==> config.mk <==
export PLATFORM = sky130hd
export DESIGN_NAME = sseg_scan_rx
export DESIGN_NICKNAME = d
export VERILOG_FILES = /design/src/rtl/sseg_scan_rx.sv
export SDC_FILE = /design/constraint.sdc
export NUM_CORES = 1
export LEC_CHECK = 0
export CAP_MARGIN = 20
export CORE_ASPECT_RATIO = 1.25
export CORE_UTILIZATION = 55
export CTS_CLUSTER_DIAMETER = 100
export DETAILED_ROUTE_END_ITERATION = 7
export GPL_ROUTABILITY_DRIVEN = 0
export HOLD_SLACK_MARGIN = 0.02
export PLACE_DENSITY = 0.76
export SLEW_MARGIN = 5
export SYNTH_ARGS = -nofsm -noshare
export SYNTH_HDL_FRONTEND = slang
export SYNTH_SLANG_ARGS = --single-unit
==> constraint.sdc <==
create_clock -name clk -period 3.2 [get_ports clk]
set_input_delay 0.32 -clock clk [delete_from_list [all_inputs] [get_ports clk]]
set_output_delay 0.32 -clock clk [all_outputs]
set_load 0.02 [all_outputs]
==> src/rtl/sseg_scan_rx.sv <==
// Recovers the four digits of a multiplexed active-low 7-segment scan into a published frame.
// Latency: frame_valid SETTLE+1 cycles after the completing digit appears; no backpressure (pure observer).
module sseg_scan_rx #(
  parameter int SETTLE  = 4,
  parameter int TIMEOUT = 1000000
) (
  input  logic        clk,
  input  logic        rst_n,
  input  logic [3:0]  anout,
  input  logic [7:0]  sseg_out,
  output logic [15:0] digits,
  output logic [3:0]  blank,
  output logic [3:0]  bad,
  output logic [3:0]  dp,
  output logic        frame_valid,
  output logic        frame_changed,
  output logic        scan_err,
  output logic        stale
);
  localparam int              TW      = $clog2(TIMEOUT + 1);
  localparam logic [7:0]      SET_MAX = 8'(SETTLE);
  localparam logic [TW-1:0]   TO_MAX  = TW'(TIMEOUT);

  typedef struct packed {
    logic [15:0] digits;
    logic [3:0]  blank;
    logic [3:0]  bad;
    logic [3:0]  dp;
  } frame_t;

  localparam frame_t FRAME_RST = '{digits: 16'h0000, blank: 4'hF, bad: 4'h0, dp: 4'h0};

  logic [3:0]    an_q, an_prev;
  logic [7:0]    seg_q, seg_prev;
  logic          in_vld;
  logic [7:0]    stab_cnt, stab_nxt;
  logic [3:0]    mask, mask_nxt;
  frame_t        shadow, shadow_nxt, out_q;
  logic          fv_q, fc_q, se_q;
  logic [TW-1:0] to_cnt;

  logic [3:0] sel;
  logic       legal, idle, same, accept, publish, err;
  logic [6:0] seg_ah;
  logic [3:0] nib;
  logic       hit, is_blank;

  assign sel   = ~an_q;
  assign legal = (sel != 4'h0) && ((sel & (sel - 4'd1)) == 4'h0);
  assign idle  = (an_q == 4'hF);
  assign same  = ({an_q, seg_q} == {an_prev, seg_prev});

  always_comb begin
    seg_ah   = ~seg_q[6:0];
    nib      = 4'h0;
    hit      = 1'b1;
    is_blank = (seg_ah == 7'h00);
    case (seg_ah)
      7'h3F: nib = 4'h0;
      7'h06: nib = 4'h1;
      7'h5B: nib = 4'h2;
      7'h4F: nib = 4'h3;
      7'h66: nib = 4'h4;
      7'h6D: nib = 4'h5;
      7'h7D: nib = 4'h6;
      7'h07: nib = 4'h7;
      7'h7F: nib = 4'h8;
      7'h6F: nib = 4'h9;
      7'h77: nib = 4'hA;
      7'h7C: nib = 4'hB;
      7'h39: nib = 4'hC;
      7'h5E: nib = 4'hD;
      7'h79: nib = 4'hE;
      7'h71: nib = 4'hF;
      default: hit = 1'b0;
    endcase
  end

  always_comb begin
    stab_nxt   = stab_cnt;
    mask_nxt   = mask;
    shadow_nxt = shadow;
    accept     = 1'b0;
    publish    = 1'b0;
    err        = 1'b0;
    if (in_vld) begin
      if (legal) begin
        if (!same)
          stab_nxt = 8'd1;
        else if (stab_cnt != SET_MAX)
          stab_nxt = stab_cnt + 8'd1;
        // Only the transition into SET_MAX accepts, so a long dwell yields one acceptance.
        accept = same && (stab_cnt == SET_MAX - 8'd1);
      end else begin
        stab_nxt = 8'd0;
        if (!idle) begin
          err      = 1'b1;
          mask_nxt = 4'h0;
        end
      end
    end
    if (accept) begin
      for (int i = 0; i < 4; i++) begin
        if (sel[i]) begin
          shadow_nxt.digits[4*i +: 4] = nib;
          shadow_nxt.blank[i]         = is_blank;
          shadow_nxt.bad[i]           = !hit && !is_blank;
          shadow_nxt.dp[i]            = ~seg_q[7];
        end
      end
      mask_nxt = mask | sel;
      if (mask_nxt == 4'hF) begin
        publish  = 1'b1;
        mask_nxt = 4'h0;
      end
    end
  end

  always_ff @(posedge clk or negedge rst_n) begin
    if (!rst_n) begin
      an_q     <= 4'h0;
      seg_q    <= 8'h00;
      in_vld   <= 1'b0;
      an_prev  <= 4'h0;
      seg_prev <= 8'h00;
      stab_cnt <= 8'd0;
      mask     <= 4'h0;
      shadow   <= '0;
      out_q    <= FRAME_RST;
      fv_q     <= 1'b0;
      fc_q     <= 1'b0;
      se_q     <= 1'b0;
      to_cnt   <= '0;
    end else begin
      an_q     <= anout;
      seg_q    <= sseg_out;
      in_vld   <= 1'b1;
      if (in_vld) begin
        an_prev  <= an_q;
        seg_prev <= seg_q;
      end
      stab_cnt <= stab_nxt;
      mask     <= mask_nxt;
      shadow   <= shadow_nxt;
      fv_q     <= publish;
      fc_q     <= publish && (shadow_nxt != out_q);
      se_q     <= err;
      if (publish)
        out_q <= shadow_nxt;
      // Cleared one cycle after the pulse so stale drops the cycle after frame_valid.
      if (fv_q)
        to_cnt <= '0;
      else if (to_cnt != TO_MAX)
        to_cnt <= to_cnt + TW'(1);
    end
  end

  assign digits        = out_q.digits;
  assign blank         = out_q.blank;
  assign bad           = out_q.bad;
  assign dp            = out_q.dp;
  assign frame_valid   = fv_q;
  assign frame_changed = fc_q;
  assign scan_err      = se_q;
  assign stale         = (to_cnt == TO_MAX);

endmodule

==> results.md, run 1 <==
### Outcome
• result of the run: completed

### Timing
• # setup viols final: 0
• max_slew headroom: 0.539
• Hold Vio Cnt, Final: 0
• final worst path period share: 0.963
• Clock Skews: 9.56 ps
• sum of negative setup slack: 0 ps
• Period minus WS final: 3080 ps
• transition time at the pin with the least slew margin: 685 ps
• maximum operating frequency: 0.325 GHz
• max-slew violation total from the final report: 0

### Power
• sum of internal, switching and leakage power: 0.00372 W
• peak supply drop: 0.368 mV
• total power density per cell area: 499 nW/um^2
• leakage component of the power: 3.45 nW

### Worst setup path
• top fanout value on the critical path: 6
• Critical R2R Capture: frame_changed
• arrival time of data at the critical path endpoint: 3390 ps
• worst path buffer plus inverter count: 0
• worst reg2reg path startpoint: stab_cnt[1]
• launching element of the worst setup path: stab_cnt[1]
• worst path required time: 3510 ps
• FF-to-FF path depth: 10
• critical-path cell with the highest stage delay: or4b_4
• Worst path top cell family by delay: simple AND/OR/NAND/NOR gates
• start-to-end type of the worst setup path: reg2reg
• element type at the critical path start: register
• cell breakdown of the critical path: ha_1 -> or4b_4 -> nor4_4 -> and4_4 -> mux2i_2 -> xor2_1 -> o2111ai_1 -> nor4_2 -> nand4_1 -> and2_1
• max incr delay on CP: 510 ps
• total stage count of the critical path: 10
• R2R Setup Slk: 120 ps
• CP Capture Type: register

### Logic synthesis
• total standard cell area after synthesis: 6020 um^2
• Cell variety after synth: 69
• simple-gate share of the synthesized area: 0.212
• Synth Net Count: 619
• Syn Area/Cell: 10.0 um^2
• Synth Area in Adders: 0.00831
• number of enable flip-flop cells after synthesis: 0
• fraction of synthesized area in multiplexers: 0.0661
• Synth area leader: dfrtp_1
• dominant combinational cell family by area after synthesis: simple AND/OR/NAND/NOR gates
• area share of the leading cell type in the synthesized netlist: 0.466
• xor-xnor portion of the synthesized cell area: 0.0871
• Gate Count Post-Synth: 601
• top cells by area, synth: dfrtp_1, xor2_1, nand2_1
• async set or reset register ratio after synthesis: 1.00
• compound-gate portion of the synthesized area: 0.0960
• Yosys warning total: 0
• register area share after synthesis: 0.483
• number of register bits inferred by synthesis: 116
• predominant post-synthesis flop cell: dfrtp_1

### Detailed routing
• vias: 4,876
• number of nets still failing antenna checks after routing: 0
• DRC: 0
• detailed-route wire length per cell: 18.2 um
• via-per-instance ratio: 5.99
• Total Wirelength: 14.8 mm
• drt pass-1 iters: 4
• violation count after the first detailed-routing iteration: 329

### Global route
• Tot GR Track Use: 0.280
• wire length of the first global-routing pass: 24.0 mm
• number of antenna violations at the first check in global routing: 0
• number of global-route vias before repair: 4,895
• pin count of the biggest net entering global routing: 83
• gr ovfl total: 0

### Die
• Site Rows: 42
• count of pins on the block boundary: 46
• DIE AREA: 11,400 um^2
• floorplan core area: 10,600 um^2
• height of the die: 119 um
• Horiz. Die Dim: 95.6 um
• starting density of the core: 0.567

### Worst hold path
• hold path endpoint: seg_q[4]
• class of the most critical hold timing path: in2reg
• number of cells on the worst hold path: 1
• origin of the worst min-delay path: sseg_out[4]

### CTS
• Clock Root Buffer: clkbuf_16
• clock buffer depth: 2
• CTS tree: done
• total CTS buffers: 17
• Reg clk slew, reported paths: 60 ps
• number of H-tree levels: 4
• count of clock tree sinks: 116
• Clock Latency Late Sink: 420 ps

### Placed design
• placed wire-length estimate: 10.1 mm
• count of input and output buffers: 45

### Final layout
• Area growth, synth to finish: 23.8%
• leading cell types in the layout, fill and taps excluded: dfrtp_1, nand2_1, clkdlybuf4s50_1
• total inserted antenna cells: 0
• share of layout cells above drive strength 1: 0.172
• most frequent standard cell in the layout excluding fill and tap cells: dfrtp_1
• total number of nets in the final design: 687

### Run
• max-capacitance violation count: 0

[where the power goes]
part           internal, W  switching, W  total (W)  leakage [nW]
Clock              0.00126      0.000718    0.00197         0.287
Combinational    0.0000897      0.000136   0.000226          1.64
Sequential         0.00149     0.0000254    0.00152          1.53
[metrics by stage]
| stage | utilization | hold WS [ps] | std cells | worst slack [ps] | instance area, um^2 |
|---|---|---|---|---|---|
| 6_report | 0.702 | 339 | 814 | 120 | 7450 |
| 5_1_grt | 0.702 | 323 | 814 | -56.8 | 7450 |
| 4_1_cts | 0.693 | 121 | 812 | 34.5 | 7350 |
| 3_5_place_dp | 0.634 | 480 | 779 | 63.9 | 6730 |
| 3_3_place_gp | 0.634 | 467 | 779 | 150 | 6730 |
| 2_1_floorplan | - | 24.4 | 601 | 325 | 6020 |
[what timing repair did]
action / 4_1_cts / 5_1_grt
hold buffers: 0 / 1
endpoints found under the setup margin: 1 / 1
resized for setup: 2 / 13
buffers inserted: 1 / 0
endpoints found under the hold margin: 0 / 25
[registers in the layout, summed over array words and instances (netlist names)]
| name | count |
|---|---|
| to_cnt | 20 |
| dp | 4 |
| blank | 4 |
| seg_prev | 8 |
| stab_cnt | 8 |
| an_prev | 4 |
| shadow | 28 |
| frame_changed | 1 |
| frame_valid | 1 |
| in_vld | 1 |
| digits | 16 |
| scan_err | 1 |
| bad | 4 |
| seg_q | 8 |
| an_q | 4 |
| mask | 4 |
[cells by family after synthesis]
family,count (synthesis)
and+or+nand+nor,227
DFF,116
AOI/OAI and AO/OA,89
buffers and inverters,68
xor gates and xnor gates,59
muxes,37
adders and majority gates,4
other,1
[cells in the mapped netlist (4+ instances only)]
master,number
nor4_1,10
buf_2,9
or3_1,5
nand3_1,20
nor3_1,10
inv_1,36
mux2_2,18
mux2i_1,17
nand2b_1,4
nor4b_1,4
nor2_1,34
nor2b_1,5
nand4_1,14
o211ai_1,4
clkbuf_1,16
ha_1,4
a21oi_1,14
xor2_1,39
and4_1,9
nand2_1,75
o21ai_0,43
xnor2_1,19
dfstp_2,4
and3_1,8
and2_1,4
dfrtp_1,112
[metal layers]
layer	track usage	routed length, um	up-vias
met1	0.335	5990	2409
li1	-	-	2241
met5	0	0	-
met4	0.126	463	0
met2	0.463	7620	179
met3	0.0792	711	47
[worst max-delay path by stage]
stage,endpoint,slack [ps]
finish,frame_changed,120
global route,frame_changed,-60
CTS,frame_changed,30
detailed placement,frame_changed,60
global placement,frame_changed,150
floorplan,frame_changed,330
[cell type report]
type                       count  area, um^2
fill                         778        3160
clock inverter                13         173
tap                          132         165
clock buffer                  19         443
sequential                   116        2910
multi-input combinational    417        2900
inverter                      38         143
timing repair buffer          79         726
Power figures use the tool's default switching activity.
==> inputs of run 2 (changes only) <==
Settings changed: TNS_END_PERCENT from default to 20.
==> results of run 2 <==
No change in the layout: final DEF, timing and power equal those of run 1.
